$ cat src/rtl/ahb_sram_responder_if.sv
// ---------------------------------------------------------------------------
// ahb_sram_responder_if
// AHB-Lite slave-side signal bundle as seen on one bus-matrix output port.
//
// Signals:
//   HSEL, HADDR, HTRANS, HWRITE, HSIZE  address/control phase from the matrix
//   HREADY                              muxed HREADY (transfer completes on bus)
//   HWDATA                              write data (data phase)
//   HREADYOUT, HRESP, HRDATA            responder return path
//
// Modports:
//   master  drives the request side and observes the response (bench / matrix)
//   slave   the responder itself
// ---------------------------------------------------------------------------
interface ahb_sram_responder_if;
   logic        HSEL;
   logic [31:0] HADDR;
   logic [1:0]  HTRANS;
   logic        HWRITE;
   logic [2:0]  HSIZE;
   logic        HREADY;
   logic [31:0] HWDATA;
   logic        HREADYOUT;
   logic        HRESP;
   logic [31:0] HRDATA;

   modport master (
      output HSEL, HADDR, HTRANS, HWRITE, HSIZE, HREADY, HWDATA,
      input  HREADYOUT, HRESP, HRDATA
   );

   modport slave (
      input  HSEL, HADDR, HTRANS, HWRITE, HSIZE, HREADY, HWDATA,
      output HREADYOUT, HRESP, HRDATA
   );
endinterface

$ cat src/rtl/ahb_sram_responder.sv
// ---------------------------------------------------------------------------
// ahb_sram_responder
// AHB-Lite responder that maps a bus-matrix output port onto a single-port
// synchronous SRAM (2**AW x 32). Reads may carry WAIT_STATES extra data-phase
// cycles; writes are always zero-wait and use byte-lane enables. A read that
// arrives while a write is occupying the SRAM port is stalled for one cycle.
//
// Parameters:
//   AW           SRAM word-address width
//   WAIT_STATES  extra read data-phase wait cycles (0..3)
//
// Ports:
//   HCLK, HRESETn   clock, asynchronous active-low reset
//   ahb             AHB-Lite slave modport (request in, HREADYOUT/HRESP/HRDATA out)
//   SRAMCS          SRAM chip select
//   SRAMADDR        SRAM word address
//   SRAMWEN         byte write enables (all zero = read)
//   SRAMWDATA       SRAM write data
//   SRAMRDATA       SRAM read data, valid the cycle after a read select
//
// Optional feature macro: AHB_SRAM_RESP_ERR_EN
//   When defined, oversize (HSIZE>2) or misaligned transfers receive a
//   two-cycle ERROR response with no SRAM access. When undefined, HRESP is
//   tied OKAY and such transfers are served using the ordinary lane rules.
// ---------------------------------------------------------------------------
module ahb_sram_responder #(
   parameter int AW          = 14,
   parameter int WAIT_STATES = 0
) (
   input  logic                HCLK,
   input  logic                HRESETn,
   ahb_sram_responder_if.slave ahb,
   output logic                SRAMCS,
   output logic [AW-1:0]       SRAMADDR,
   output logic [3:0]          SRAMWEN,
   output logic [31:0]         SRAMWDATA,
   input  logic [31:0]         SRAMRDATA
);

   typedef enum logic [2:0] {
      IDLE,
      WR,
      RD,
      RD_STALL,
      ERR1,
      ERR2
   } state_t;

   localparam logic [1:0] WS = 2'(WAIT_STATES);

   state_t        state;
   logic [AW-1:0] addr_q;
   logic [3:0]    lanes_q;
   logic [1:0]    wait_cnt;
   logic          ready_q;
   logic          resp_q;
   logic          rd_final_q;

   logic          accept;
   logic          bad;
   logic          rd_now;
   logic [3:0]    lanes;

   // Reset is folded into accept so nothing reaches the SRAM while the
   // block is held in reset, even if the bus is still presenting a transfer.
   assign accept = HRESETn & ahb.HSEL & ahb.HREADY & ahb.HTRANS[1];

   // Byte lanes for the address-phase transfer; any size above halfword is
   // treated as a full word.
   always_comb begin
      lanes = 4'b1111;
      case (ahb.HSIZE)
         3'd0:    lanes = 4'b0001 << ahb.HADDR[1:0];
         3'd1:    lanes = ahb.HADDR[1] ? 4'b1100 : 4'b0011;
         default: lanes = 4'b1111;
      endcase
   end

`ifdef AHB_SRAM_RESP_ERR_EN
   // Oversize or misaligned transfers are refused with an ERROR response.
   assign bad = (ahb.HSIZE > 3'd2)
              | ((ahb.HSIZE == 3'd1) & ahb.HADDR[0])
              | ((ahb.HSIZE == 3'd2) & (ahb.HADDR[1:0] != 2'b00));
   assign ahb.HRESP = resp_q;
   logic unused_ok;
   assign unused_ok = &{1'b0, ahb.HADDR[31:AW+2], ahb.HTRANS[0]};
`else
   assign bad = 1'b0;
   assign ahb.HRESP = 1'b0;
   logic unused_ok;
   assign unused_ok = &{1'b0, ahb.HADDR[31:AW+2], ahb.HTRANS[0], resp_q};
`endif

   // A read can go straight to the SRAM in its address phase unless the port
   // is carrying a write data phase; that case is deferred via RD_STALL.
   assign rd_now = accept & ~ahb.HWRITE & ~bad & (state != WR);

   assign ahb.HREADYOUT = ready_q;
   assign ahb.HRDATA    = rd_final_q ? SRAMRDATA : 32'h0;

   // SRAM port steering. Writes use the registered address/lanes with the
   // live data-phase HWDATA. During read wait cycles the select is held so
   // the SRAM output stays refreshed until the final data-phase cycle.
   always_comb begin
      SRAMCS    = 1'b0;
      SRAMADDR  = '0;
      SRAMWEN   = 4'b0000;
      SRAMWDATA = 32'h0;
      case (state)
         WR: begin
            SRAMCS    = 1'b1;
            SRAMADDR  = addr_q;
            SRAMWEN   = lanes_q;
            SRAMWDATA = ahb.HWDATA;
         end
         RD_STALL: begin
            SRAMCS   = 1'b1;
            SRAMADDR = addr_q;
         end
         default: begin
            if (state == RD && wait_cnt != 2'd0) begin
               SRAMCS   = 1'b1;
               SRAMADDR = addr_q;
            end else if (rd_now) begin
               SRAMCS   = 1'b1;
               SRAMADDR = ahb.HADDR[AW+1:2];
            end
         end
      endcase
   end

   // Transfer FSM. HREADYOUT, HRESP and the read-data gate are computed one
   // cycle ahead so they come straight from flops. New transfers are only
   // considered in states where HREADYOUT is high.
   always_ff @(posedge HCLK or negedge HRESETn) begin
      if (!HRESETn) begin
         state      <= IDLE;
         addr_q     <= '0;
         lanes_q    <= 4'b0000;
         wait_cnt   <= 2'd0;
         ready_q    <= 1'b1;
         resp_q     <= 1'b0;
         rd_final_q <= 1'b0;
      end else begin
         rd_final_q <= 1'b0;
         resp_q     <= 1'b0;
         case (state)
            RD_STALL: begin
               state      <= RD;
               wait_cnt   <= WS;
               ready_q    <= (WS == 2'd0);
               rd_final_q <= (WS == 2'd0);
            end
            ERR1: begin
               state   <= ERR2;
               ready_q <= 1'b1;
               resp_q  <= 1'b1;
            end
            default: begin
               if (state == RD && wait_cnt != 2'd0) begin
                  wait_cnt   <= wait_cnt - 2'd1;
                  ready_q    <= (wait_cnt == 2'd1);
                  rd_final_q <= (wait_cnt == 2'd1);
               end else if (accept) begin
                  if (bad) begin
                     state   <= ERR1;
                     ready_q <= 1'b0;
                     resp_q  <= 1'b1;
                  end else if (ahb.HWRITE) begin
                     state   <= WR;
                     addr_q  <= ahb.HADDR[AW+1:2];
                     lanes_q <= lanes;
                     ready_q <= 1'b1;
                  end else if (state == WR) begin
                     state   <= RD_STALL;
                     addr_q  <= ahb.HADDR[AW+1:2];
                     ready_q <= 1'b0;
                  end else begin
                     state      <= RD;
                     addr_q     <= ahb.HADDR[AW+1:2];
                     wait_cnt   <= WS;
                     ready_q    <= (WS == 2'd0);
                     rd_final_q <= (WS == 2'd0);
                  end
               end else begin
                  state   <= IDLE;
                  ready_q <= 1'b1;
               end
            end
         endcase
      end
   end

endmodule

$ cat src/flat_wrapper.sv
// flat-port wrapper written by rule: the top's interface ports become plain ports
module ahb_sram_responder_flat 
#(
   parameter int AW          = 14,
   parameter int WAIT_STATES = 0
)
  (HCLK, HRESETn, SRAMCS, SRAMADDR, SRAMWEN, SRAMWDATA, SRAMRDATA, ahb_HSEL, ahb_HADDR, ahb_HTRANS, ahb_HWRITE, ahb_HSIZE, ahb_HREADY, ahb_HWDATA, ahb_HREADYOUT, ahb_HRESP, ahb_HRDATA);
  ahb_sram_responder_if ahb_i ();
  input  logic HCLK;
  input  logic HRESETn;
  output logic SRAMCS;
  output logic [AW-1:0] SRAMADDR;
  output logic [3:0] SRAMWEN;
  output logic [31:0] SRAMWDATA;
  input  logic [31:0] SRAMRDATA;
  input wire logic [$bits(ahb_i.HSEL)-1:0] ahb_HSEL;
  input wire logic [$bits(ahb_i.HADDR)-1:0] ahb_HADDR;
  input wire logic [$bits(ahb_i.HTRANS)-1:0] ahb_HTRANS;
  input wire logic [$bits(ahb_i.HWRITE)-1:0] ahb_HWRITE;
  input wire logic [$bits(ahb_i.HSIZE)-1:0] ahb_HSIZE;
  input wire logic [$bits(ahb_i.HREADY)-1:0] ahb_HREADY;
  input wire logic [$bits(ahb_i.HWDATA)-1:0] ahb_HWDATA;
  output wire logic [$bits(ahb_i.HREADYOUT)-1:0] ahb_HREADYOUT;
  output wire logic [$bits(ahb_i.HRESP)-1:0] ahb_HRESP;
  output wire logic [$bits(ahb_i.HRDATA)-1:0] ahb_HRDATA;
  assign ahb_i.HSEL = ahb_HSEL;
  assign ahb_i.HADDR = ahb_HADDR;
  assign ahb_i.HTRANS = ahb_HTRANS;
  assign ahb_i.HWRITE = ahb_HWRITE;
  assign ahb_i.HSIZE = ahb_HSIZE;
  assign ahb_i.HREADY = ahb_HREADY;
  assign ahb_i.HWDATA = ahb_HWDATA;
  assign ahb_HREADYOUT = ahb_i.HREADYOUT;
  assign ahb_HRESP = ahb_i.HRESP;
  assign ahb_HRDATA = ahb_i.HRDATA;
  ahb_sram_responder #(.AW(AW), .WAIT_STATES(WAIT_STATES)) u_core (.HCLK(HCLK), .HRESETn(HRESETn), .ahb(ahb_i), .SRAMCS(SRAMCS), .SRAMADDR(SRAMADDR), .SRAMWEN(SRAMWEN), .SRAMWDATA(SRAMWDATA), .SRAMRDATA(SRAMRDATA));
endmodule
$ cat config.mk
export PLATFORM = sky130hd
export DESIGN_NAME = ahb_sram_responder_flat
export DESIGN_NICKNAME = d
export VERILOG_FILES = /design/src/rtl/ahb_sram_responder_if.sv /design/src/rtl/ahb_sram_responder.sv /design/src/flat_wrapper.sv
export SDC_FILE = /design/constraint.sdc
export NUM_CORES = 1
export LEC_CHECK = 0
export CAP_MARGIN = 40
export CORE_MARGIN = 1.5
export CORE_UTILIZATION = 33
export CTS_BUF_LIST = sky130_fd_sc_hd__clkbuf_4 sky130_fd_sc_hd__clkbuf_8
export CTS_CLUSTER_DIAMETER = 50
export DETAILED_ROUTE_END_ITERATION = 12
export GPL_ROUTABILITY_DRIVEN = 0
export GPL_TIMING_DRIVEN = 0
export PLACE_DENSITY = 0.9
export SETUP_SLACK_MARGIN = 0.02
export SLEW_MARGIN = 10
export SYNTH_ARGS = -nofsm -noshare
export SYNTH_HDL_FRONTEND = slang
export SYNTH_SLANG_ARGS = --single-unit
$ cat constraint.sdc
create_clock -name HCLK -period 5.6 [get_ports HCLK]
set_input_delay 0.84 -clock HCLK [delete_from_list [all_inputs] [get_ports HCLK]]
set_output_delay 0.84 -clock HCLK [all_outputs]
set_load 0.05 [all_outputs]
* Word-level counts from Yosys, hierarchy flattened
Index checks and enable logic that the tools add are counted.
** Cells by class
- Add/subtract/negate cells :: 1
- $mul :: 0
- Div/mod/pow operators :: 0
- Order comparisons :: 0
- Equality and inequality tests :: 10
- Shift operators :: 1
- Muxes and demuxes :: 30
- Bitwise gates (word level) :: 9
- Reduce and logical (&&, ||, !) cells :: 9
** Operators with widths (number)
- 2-to-1 mux 32 bit :: 2
- 2-to-1 mux 14 bit :: 3
- 2-to-1 mux 1 bit :: 12
- 2-to-1 mux 3 bit :: 3
- 2-to-1 mux 2 bit :: 4
- 2-to-1 mux 4 bit :: 2
- case mux 4 bit (2 select lines) :: 1
- AND reduction 4 bit :: 2
- == test 3 x 1 -> 1 bit (second input constant) :: 2
- == test 3 x 2 -> 1 bit (second input constant) :: 2
- inequality test 3 x 1 -> 1 bit (second input constant) :: 2
- case mux 3 bit (2 select lines) :: 1
- AND 1 bit :: 5
- NOT 1 bit :: 4
- case mux 2 bit (2 select lines) :: 1
- OR reduction 2 bit :: 2
- << shifter 1 x 2 -> 4 bit (first input constant) :: 1
- == test 3 bit (second input constant) :: 1
- logical NOT 3 bit :: 1
- inequality test 3 x 2 -> 1 bit (second input constant) :: 1
- inequality test 3 bit (second input constant) :: 1
- AND reduction 3 bit :: 1
- nonzero test 3 bit :: 1
- == test 2 x 1 -> 1 bit (second input constant) :: 1
- 4 further kinds :: 4
** Word-level totals
- Bits in registers :: 25
- Bits in latches :: 0
- Bits in writable memories :: 0
- Memory bits (read-only) :: 0
- Output and inout port bits :: 85
- Memories :: 0

* Logic depth before layout (Yosys ltp)
Gate-level depths: netlist of the first run.
- Depth after elaboration :: 8
- Depth in mapped cells :: 7
- Gate-level depth less buffers :: 6

* Worst setup path after synthesis of the first run
No wires, ideal clock.
- Kind :: input-to-output
- Start :: input port ahb_HTRANS[1]
- End :: output port SRAMADDR[10]
- Arrival time :: 2.412 ns
- Required time :: 4.760 ns
- Slack :: 2.348 ns
- Cell stages on the path :: 5
- Path through :: nand4_2 nor2_1 o21ai_0 clkbuf_1 o2bb2ai_1
** On the way
- Word-level cells in the longest chain between the ends :: 6
** RTL lines
- start, declared :: line flat_wrapper.sv:18 : input wire logic [$bits(ahb_i.HTRANS)-1:0] ahb_HTRANS;
- AND 1 bit :: line ahb_sram_responder.sv:66 : assign accept = HRESETn & ahb.HSEL & ahb.HREADY & ahb.HTRANS[1];
- AND 1 bit (2 in a row) :: line ahb_sram_responder.sv:96 : assign rd_now = accept & ~ahb.HWRITE & ~bad & (state != WR);
- 2-to-1 mux 14 bit :: line ahb_sram_responder.sv:124 : end else if (rd_now) begin
- 2-to-1 mux 14 bit :: line ahb_sram_responder.sv:121 : if (state == RD && wait_cnt != 2'd0) begin
- 2-to-1 mux 14 bit :: line ahb_sram_responder.sv:109 : case (state)
- end, declared :: line flat_wrapper.sv:12 : output logic [AW-1:0] SRAMADDR;
No other way between the ends.

* Worst setup path after layout of the first run
- Start :: input port HRESETn
- End :: output port SRAMADDR[5]
** On the way
- Word-level cells in the longest chain between the ends :: 8
** RTL lines
- start, declared :: line flat_wrapper.sv:10 : input logic HRESETn;
- AND 1 bit (3 in a row) :: line ahb_sram_responder.sv:66
- AND 1 bit (2 in a row) :: line ahb_sram_responder.sv:96
- 2-to-1 mux 14 bit :: line ahb_sram_responder.sv:124
- 2-to-1 mux 14 bit :: line ahb_sram_responder.sv:121
- 2-to-1 mux 14 bit :: line ahb_sram_responder.sv:109
No other way between the ends.

==> summary.txt, run 1 <==
Wirelength per Cell = 15.4 microns
CP startpoint kind = input port
Die Area = 0.00617 sq mm
Grt total ovfl = 0
Post-Place Cells = 455
Top-count cell post-synth = and2_1
Top post-synthesis cells by area = dfrtp_1 (32%), and2_1 (23%), o2bb2ai_1 (6.5%)
Starting density of the core = 0.342
Synth Area in Compound Gates = 0.143
Uppermost routed layer = met4
Main synth FF type = dfrtp_1
Worst Path Max Fanout = 14
Met2 wire length = 3.44 mm
Comb pwr share = 0.575
Worst Hold Class = reg -> reg
Site Rows = 27
Routed vias = 2,162
Adder-cell area share of the yosys netlist = 0.0133
RSZ-0062 raised after global routing = false
WP buf/inv = 3
Synth top area share = 0.319
Synth cell count leaders = and2_1 (68), dfrtp_1 (24), nand2_1 (16)
Post-Synthesis Cells = 210
# port buffers = 171
Simple-gate portion of the synthesized area = 0.342
Sw power = 0.000372 W
Layout cell share with drive strength beyond 1 = 0.0904
Post-CTS Setup Repair Bufs = 0
Core Util, Final = 0.682
Clk slew on worst S/H paths = 0.09 ns
Ys Warns = 0
Post-synth ARST share = 1.00
H-tree level count = 1
EDFF count, synth = 0
ANT nets after route = 0
Finished Layout Cells = 459
CP Class = in -> out
Yosys cell types = 35
Syn nets = 318
Maximum VDD drop = 0.158 mV
Slowest CP cell = clkdlybuf4s50_1
Internal = 0.000496 W
Maximum clock rate = 204 MHz
Chip Width = 78.6 microns
CTS buffer count = 3
CTS tree = built
Yosys top cell by area = dfrtp_1
1st-pass router iterations = 4
P_leak = 1.51 nW
Clock Latency Late Sink = 0.28 ns
Post-CTS Hold Buffers = 0
Crit end category = output port
ANT cells = 0
Tmin final = 4.91 ns
Nets = 496
Routed wl met3 = 726 microns
Post-Route WL = 7.06 mm
Critical path arrival = 4.07 ns
Number of global-route vias before repair = 2,103
Cell mode on critical path = clkdlybuf4s50_1
Mux contribution to synthesized area = 0.118
Worst rel slew slack = 0.523
Yosys reg bits = 25
CTS root buf = clkbuf_8
Synth Cell Area = 0.00188 sq mm
Clock power share = 0.127
Fin. max-slew vios = 0
Period utilization = 0.876
CP top delay family = buffers and inverters
I/O pin total = 191
Final hold vios = 0
Max_cap viols = 0
DP Wirelength = 5.76 mm
# DRC = 0
Overall Global Routing Usage = 0.223
Final number of setup-violating endpoints = 0
Switching share of power = 0.429
Setup TNS = 0 ns
WL met1 = 2.77 mm
CTS sink cnt = 25
Area Growth Syn to Fin = 99.3%
Post-synthesis sequential area ratio = 0.333
Critical path cell sequence = clkdlybuf4s50_1 -> nand4_2 -> nor2_1 -> o21ai_0 -> clkbuf_1 -> o2bb2ai_1 -> clkdlybuf4s50_1
Die Span Y = 78.6 microns
Main combinational cell family by area after synthesis = simple AND/OR/NAND/NOR gates
DRT iter0 DRCs = 39
Via density per instance = 4.71
Initial antenna violation count = 0
Core box area = 0.00551 sq mm
Crit path required time = 4.76 ns
Xor and xnor area share after synthesis = 0
First-pass GRT wire length = 10.8 mm
Largest stage delay on the critical path = 0.89 ns
Syn avg cell area = 8.97 sq um
CTS Buffer Depth = 2
Max Clock Skew = 0.00763 ns
Run status = finished clean
Largest net degree at the start of global routing = 16
Post_cts resized = 0
Power density cells = 231 mW/mm^2
Slew @ Worst Pin = 0.716 ns
Sequential share of power = 0.298
-- worst reg2reg max path, stage by stage (launching register included) --
cell and delay, ns:
dfrtp_1 0.38, inv_1 0.09, ha_1 0.30, nor4b_1 0.12, buf_2 0.16, a2111oi_4 0.64
buf_6 0.27, mux2_4 0.31
-- layout make-up --
class	instances	area, sq um
multi-input combinational	165	1160
clock buffer	3	41.3
fill	434	1750
tap	72	90.1
timing repair buffer	173	1730
inverter	4	15.0
clock inverter	1	7.51
buffer	16	78.8
sequential	25	627
-- through the flow --
| step | hold slack (ns) | power [W] | worst slack [ns] | area [sq um] |
|---|---|---|---|---|
| floorplan | 0.470 | 0.000566 | 2.35 | 1880 |
| global placement | 0.479 | 0.000744 | 0.258 | 3690 |
| detailed placement | 0.493 | 0.000759 | 0.682 | 3710 |
| CTS | 0.516 | 0.000874 | 0.678 | 3750 |
| global route | 0.534 | 0.000912 | 0.439 | 3750 |
| finish | 0.509 | 0.000868 | 0.694 | 3750 |
-- state kept, by name (all words and copies together) (netlist names) --
name and flops:
u_core.state 3, u_core.rd_final_q 1, u_core.ahb.HREADYOUT 1, u_core.lanes_q 4
u_core.wait_cnt 2, u_core.addr_q 14
-- final timing paths --
path	start	endpoint	slack (ns)	cells past startpoint
setup / recovery	HRESETn	SRAMADDR[5]	0.69	7
hold / removal	u_core.lanes_q[2]	u_core.lanes_q[2]	0.51	1
setup reg to reg	u_core.wait_cnt[1]	u_core.addr_q[13]	3.22	7
hold reg to reg	u_core.lanes_q[2]	u_core.lanes_q[2]	0.51	1
max in group asynchronous	HRESETn	u_core.addr_q[13]	4.12	2
min in group asynchronous	HRESETn	u_core.state[2]	0.96	1
-- cells in the final DEF, fill, tap and decap left out, types with 2 or more instances in the layout --
cell type,n
a21oi_1,4
a2bb2oi_1,2
a31oi_1,2
and2_1,68
buf_2,4
buf_4,2
clkbuf_1,10
clkbuf_8,3
clkdlybuf4s50_1,171
dfrtp_1,24
ha_1,2
inv_1,4
mux2_2,9
mux2_4,8
nand2_1,16
nand2b_1,2
nor2_1,10
nor2b_1,4
nor3_1,3
o21ai_0,5
o21bai_1,2
o22ai_1,2
o2bb2ai_1,14
-- cells by family after synthesis --
group,Yosys count
flops,25
fa+ha+maj,2
simple gates,111
compound gates,34
mux,17
other cells,1
buf+inv,20
-- routing by layer --
metal	track usage	vias up
li1	-	1053
met1	0.263	994
met2	0.392	106
met3	0.0581	9
met4	0.0679	0
met5	0	-
-- power groups by stage --
stage / sequential [W] / clock, W / combinational [W]
finish: 0.000259 / 0.000110 / 0.000499
global route: 0.000263 / 0.000120 / 0.000529
detailed placement: 0.000259 / 0 / 0.000500
floorplan: 0.000254 / 0 / 0.000313
CTS: 0.000258 / 0.000115 / 0.000502
global placement: 0.000257 / 0 / 0.000488
Note: power is estimated with default switching activity, not from simulation.
==> run 2, diff against run 1 <==
--- a/config.mk
+++ b/config.mk
@@ -6,7 +6,8 @@
 export NUM_CORES = 1
 export LEC_CHECK = 0
 export CAP_MARGIN = 40
-export CORE_MARGIN = 1.5
+export CORE_ASPECT_RATIO = 0.9
+export CORE_MARGIN = 2
 export CORE_UTILIZATION = 33
 export CTS_BUF_LIST = sky130_fd_sc_hd__clkbuf_4 sky130_fd_sc_hd__clkbuf_8
 export CTS_CLUSTER_DIAMETER = 50
==> run 2 against run 1 <==
  * Setup slack better by 0.21 ns
  * Sequential power about the same
  * Via count fell by 0.19%
  * Non-clock buffer count is the same
  * Sequential cell count unchanged
  * Critical endpoint is now SRAMADDR[7]
  * Highest routed layer unchanged
==> summary.txt, run 2 (synthesis results as in run 1) <==
Largest Register = u_core.addr_q
R2r worst-path depth = 7
Post-Place Cells = 452
ANT cells = 0
Wirelength per Cell = 15.2 microns
Grt total ovfl = 0
Core box area = 0.00560 sq mm
ANT nets after route = 0
Maximum clock rate = 213 MHz
Final number of setup-violating endpoints = 0
Final hold vios = 0
Final Instance Area = 0.00375 sq mm
Fin. max-slew vios = 0
Hold Path Stages = 1
CTS Buffer Depth = 2
CP Class = in -> out
Critical path cell sequence = clkdlybuf4s50_1 -> nand4_2 -> nor2_1 -> o21ai_0 -> clkbuf_1 -> o2bb2ai_1 -> clkdlybuf4s50_1
Max reg flops = 14
RSZ-0062 raised after global routing = false
First-pass GRT wire length = 10.5 mm
WHS Endpoint = u_core.lanes_q[2]
I/O pin total = 191
Power density cells = 232 mW/mm^2
Slowest CP cell = clkdlybuf4s50_1
Top Registers = u_core.addr_q x14, u_core.lanes_q x4, u_core.state x3
WP buf/inv = 3
Area Growth Syn to Fin = 99.1%
Max Clock Skew = 0.00263 ns
Post-Route WL = 6.95 mm
Overall Global Routing Usage = 0.211
# DRC = 0
Clk slew on worst S/H paths = 0.08 ns
DRT iter0 DRCs = 33
Post_cts resized = 0
Routed vias = 2,158
Most frequent cells in the layout = clkdlybuf4s50_1 (171), and2_1 (68), dfrtp_1 (24)
Tmin final = 4.69 ns
Die Area = 0.00633 sq mm
Maximum VDD drop = 0.253 mV
Post-CTS Hold Buffers = 0
Routed wl met3 = 483 microns
Chip Width = 83.7 microns
Finished Layout Cells = 457
Layout cell share with drive strength beyond 1 = 0.0879
1st-pass router iterations = 5
Worst Hold Class = reg -> reg
Clock Latency Late Sink = 0.28 ns
Worst R2R Setup Slack = 3.27 ns
Slew @ Worst Pin = 0.732 ns
Run status = finished clean
CTS buffer count = 3
Number of global-route vias before repair = 2,100
Worst rel slew slack = 0.511
Crit path required time = 4.76 ns
Nets = 496
CP startpoint kind = input port
Die Span Y = 75.7 microns
Site Rows = 26
Cell count along the critical path = 7
Period utilization = 0.838
Critical path arrival = 3.85 ns
CP top delay family = buffers and inverters
Worst r2r src = u_core.wait_cnt[1]
Setup TNS = 0 ns
DP Wirelength = 5.77 mm
# port buffers = 171
Starting density of the core = 0.337
CTS tree = built
Met2 wire length = 3.54 mm
Via density per instance = 4.72
Power Total = 0.000868 W
Crit end category = output port
CTS root buf = clkbuf_8
Worst Path Max Fanout = 10
P_leak = 1.51 nW
Max_cap viols = 0
H-tree level count = 1
Commonest non-fill, non-tap cell in the layout = clkdlybuf4s50_1
Cell mode on critical path = clkdlybuf4s50_1
Largest stage delay on the critical path = 0.84 ns
Placed Area = 0.00370 sq mm
Post-CTS Setup Repair Bufs = 0
CTS sink cnt = 25
Initial antenna violation count = 0
Hold path startpoint = u_core.lanes_q[2]
Uppermost routed layer = met4
Largest net degree at the start of global routing = 18
WL met1 = 2.82 mm
Reg2reg end = u_core.addr_q[7]
==> run 2: cell types whose count changed in the layout (fill, tap and decap cells not counted), sizes merged <==
cell,change
clkbuf,+2
clkinvlp,-1
buf,-1
==> run 2: stage by stage <==
stage                     setup slack [ns]  hold WS (ns)   util
final                                0.907         0.510  0.670
after global routing                 0.635         0.540  0.670
after CTS                            0.867         0.516  0.670
after detailed placement             0.893         0.497  0.661
after global placement               0.207         0.484  0.658
after floorplan                       2.35         0.470      -
==> run 2: area by class of cell <==
class | instances | area (sq um)
buffer | 16 | 78.8
clock buffer | 4 | 48.8
fill | 464 | 1840
inverter | 4 | 15.0
multi-input combinational | 165 | 1160
sequential | 25 | 627
tap | 70 | 87.6
timing repair buffer | 173 | 1730
==> run 2: power breakdown <==
group	leakage (nW)	internal [W]	switching (W)	total, W
logic	1.18	0.000218	0.000281	0.000499
registers	0.301	0.000228	0.0000282	0.000256
clock network	0.0262	0.0000559	0.0000578	0.000114
total	1.51	0.000501	0.000367	0.000868
==> run 2: routing by layer <==
metal,vias to the layer above,global-route usage
met5,-,0
met4,0,0.0573
met3,10,0.0477
met2,93,0.379
met1,999,0.263
li1,1056,-
==> run 2: worst reg2reg max path: cells and delay by family, from the launching register on <==
kind                       cells  cell delay, ns
AOI/OAI and AO/OA              1            0.62
adders and majority gates      1            0.28
buffers and inverters          3            0.50
DFF                            1            0.38
muxes                          1            0.31
and+or+nand+nor                1            0.13
==> run 2: worst max-delay path by stage <==
stage,start,end,slack (ns)
after floorplan,ahb_HTRANS[1],SRAMADDR[10],2.35
after global placement,HRESETn,SRAMADDR[7],0.21
after detailed placement,HRESETn,SRAMADDR[10],0.89
after CTS,HRESETn,SRAMADDR[7],0.87
after global routing,HRESETn,SRAMADDR[7],0.63
final,HRESETn,SRAMADDR[7],0.91
==> run 3, diff against run 2 <==
--- a/config.mk
+++ b/config.mk
@@ -8,13 +8,13 @@
 export CAP_MARGIN = 40
 export CORE_ASPECT_RATIO = 0.9
 export CORE_MARGIN = 2
-export CORE_UTILIZATION = 33
+export CORE_UTILIZATION = 27
 export CTS_BUF_LIST = sky130_fd_sc_hd__clkbuf_4 sky130_fd_sc_hd__clkbuf_8
 export CTS_CLUSTER_DIAMETER = 50
 export DETAILED_ROUTE_END_ITERATION = 12
 export GPL_ROUTABILITY_DRIVEN = 0
 export GPL_TIMING_DRIVEN = 0
-export PLACE_DENSITY = 0.9
+export PLACE_DENSITY = 0.79
 export SETUP_SLACK_MARGIN = 0.02
 export SLEW_MARGIN = 10
 export SYNTH_ARGS = -nofsm -noshare
==> constraint.sdc (replaced) <==
create_clock -name HCLK -period 4.2 [get_ports HCLK]
set_input_delay 0.63 -clock HCLK [delete_from_list [all_inputs] [get_ports HCLK]]
set_output_delay 0.63 -clock HCLK [all_outputs]
set_load 0.05 [all_outputs]
==> run 3 against run 2 <==
  * Clock-buffer cell count is 1 lower
  * Sequential cell count stayed put
  * Critical path depth stayed put
  * First-iteration DRC count is 33% higher
  * Critical endpoint is now SRAMADDR[2]
==> summary.txt, run 3 (synthesis results as in run 1) <==
Run status = finished clean
Critical path arrival = 3.08 ns
Max_cap viols = 0
Layout cell share with drive strength beyond 1 = 0.0930
CP Class = in -> out
Chip Width = 92.1 microns
Reg2reg end = u_core.addr_q[7]
Hold Slack = 0.362 ns
Nets = 496
Clock Latency Late Sink = 0.28 ns
Worst Hold Class = in -> async
RSZ-0062 raised after global routing = false
Crit end category = output port
Core box area = 0.00666 sq mm
Slowest CP cell = clkdlybuf4s50_1
Maximum clock rate = 270 MHz
Power Total = 0.00115 W
Fin. max-slew vios = 0
Final number of setup-violating endpoints = 0
Core Util, Final = 0.571
CTS Buffer Depth = 2
Routed vias = 2,127
Commonest non-fill, non-tap cell in the layout = clkdlybuf4s50_1
P_leak = 1.69 nW
Largest Register = u_core.addr_q
Area Growth Syn to Fin = 102%
# port buffers = 171
Maximum VDD drop = 0.176 mV
CTS buffer count = 3
Worst Path Max Fanout = 16
# DRC = 0
Wirelength per Cell = 14.1 microns
I/O pin total = 191
Critical path cell sequence = clkdlybuf4s15_2 -> buf_8 -> nand4_2 -> nor2_1 -> o21ai_0 -> o2bb2ai_1 -> clkdlybuf4s50_1
Power density cells = 303 mW/mm^2
Dpl ws = -0.420 ns
Setup TNS = 0 ns
CTS sink cnt = 25
ANT nets after route = 0
CP startpoint kind = input port
Number of global-route vias before repair = 2,069
Worst rel slew slack = 0.496
Clk slew on worst S/H paths = 0.10 ns
Grt total ovfl = 0
Period utilization = 0.883
1st-pass router iterations = 4
DRT iter0 DRCs = 44
First-pass GRT wire length = 10.5 mm
CTS root buf = clkbuf_8
Largest stage delay on the critical path = 0.82 ns
DP Wirelength = 5.55 mm
Tmin final = 3.71 ns
Final hold vios = 0
Largest net degree at the start of global routing = 17
ANT cells = 0
Filler instances = 586
Worst r2r src = u_core.wait_cnt[0]
Crit path required time = 3.57 ns
Most frequent cells in the layout = clkdlybuf4s50_1 (160), and2_1 (68), dfrtp_1 (24)
Worst R2R Setup Slack = 1.80 ns
Die Area = 0.00766 sq mm
H-tree level count = 1
Die Span Y = 83.3 microns
R2r worst-path depth = 7
Overall Global Routing Usage = 0.163
Final WS setup = 0.493 ns
Starting density of the core = 0.283
Initial antenna violation count = 0
Post-Route WL = 6.73 mm
CTS tree = built
Via density per instance = 4.46
Site Rows = 28
Slew @ Worst Pin = 0.756 ns
Max Clock Skew = 0.00949 ns
Top Registers = u_core.addr_q x14, u_core.lanes_q x4, u_core.state x3
Max reg flops = 14
==> run 3: cell count changes in the layout (fill, tap and decap cells not counted) <==
cell             delta
clkbuf_1            -1
dlymetal6s2s_1     +10
clkdlybuf4s15_2     +1
clkbuf_4            -1
clkinvlp_4          +1
clkdlybuf4s50_1    -11
buf_2               +1
==> run 3: worst max-delay path by stage <==
| stage | startpoint | to | cells past startpoint |
|---|---|---|---|
| detailed placement | HRESETn | SRAMADDR[8] | 8 |
| floorplan | ahb_HTRANS[1] | SRAMADDR[10] | 5 |
| global route | HRESETn | SRAMADDR[2] | 7 |
| finish | HRESETn | SRAMADDR[2] | 7 |
| CTS | HRESETn | SRAMADDR[10] | 8 |
| global placement | HRESETn | SRAMADDR[10] | 7 |
==> run 3: repair_timing <==
action,CTS,global route
gates cloned,0,0
setup endpoints to repair,14,10
buffers inserted,0,0
resized for setup,3,10
hold buffers,0,0
==> run 3: report_power, final <==
group	leakage, nW	switching [W]	total, W	internal, W
clock	0.0217	0.0000847	0.000152	0.0000673
combinational	1.37	0.000372	0.000661	0.000289
sequential	0.301	0.0000370	0.000341	0.000304
total	1.69	0.000494	0.00115	0.000660
==> run 3: through the flow <==
stage                     area (sq um)  instances
after global routing              3800        477
final                             3800        477
after CTS                         3780        477
after detailed placement          3730        473
after floorplan                   1880        210
after global placement            3710        471
==> run 3: worst max-delay path: cells and delay by family <==
kind / cells / cell delay, ns
compound gates: 2 / 0.51
buf+inv: 3 / 1.48
simple gates: 2 / 0.45
==> run 3: metal layers <==
metal,part of all wire,GRT usage,vias to the layer above
met1,0.41,0.199,975
met3,0.074,0.0408,10
met5,0,0,-
met4,0.015,0.0366,0
li1,-,-,1056
met2,0.50,0.289,86
==> run 3: layout make-up <==
type	instances	area, sq um	area share
Tap cell	90	113	0.0296
Clock inverter	1	7.51	0.00197
Timing Repair Buffer	173	1760	0.462
Buffer	16	78.8	0.0207
Sequential cell	25	627	0.165
Inverter	4	15.0	0.00395
Clock buffer	3	41.3	0.0109
Multi-Input combinational cell	165	1160	0.306
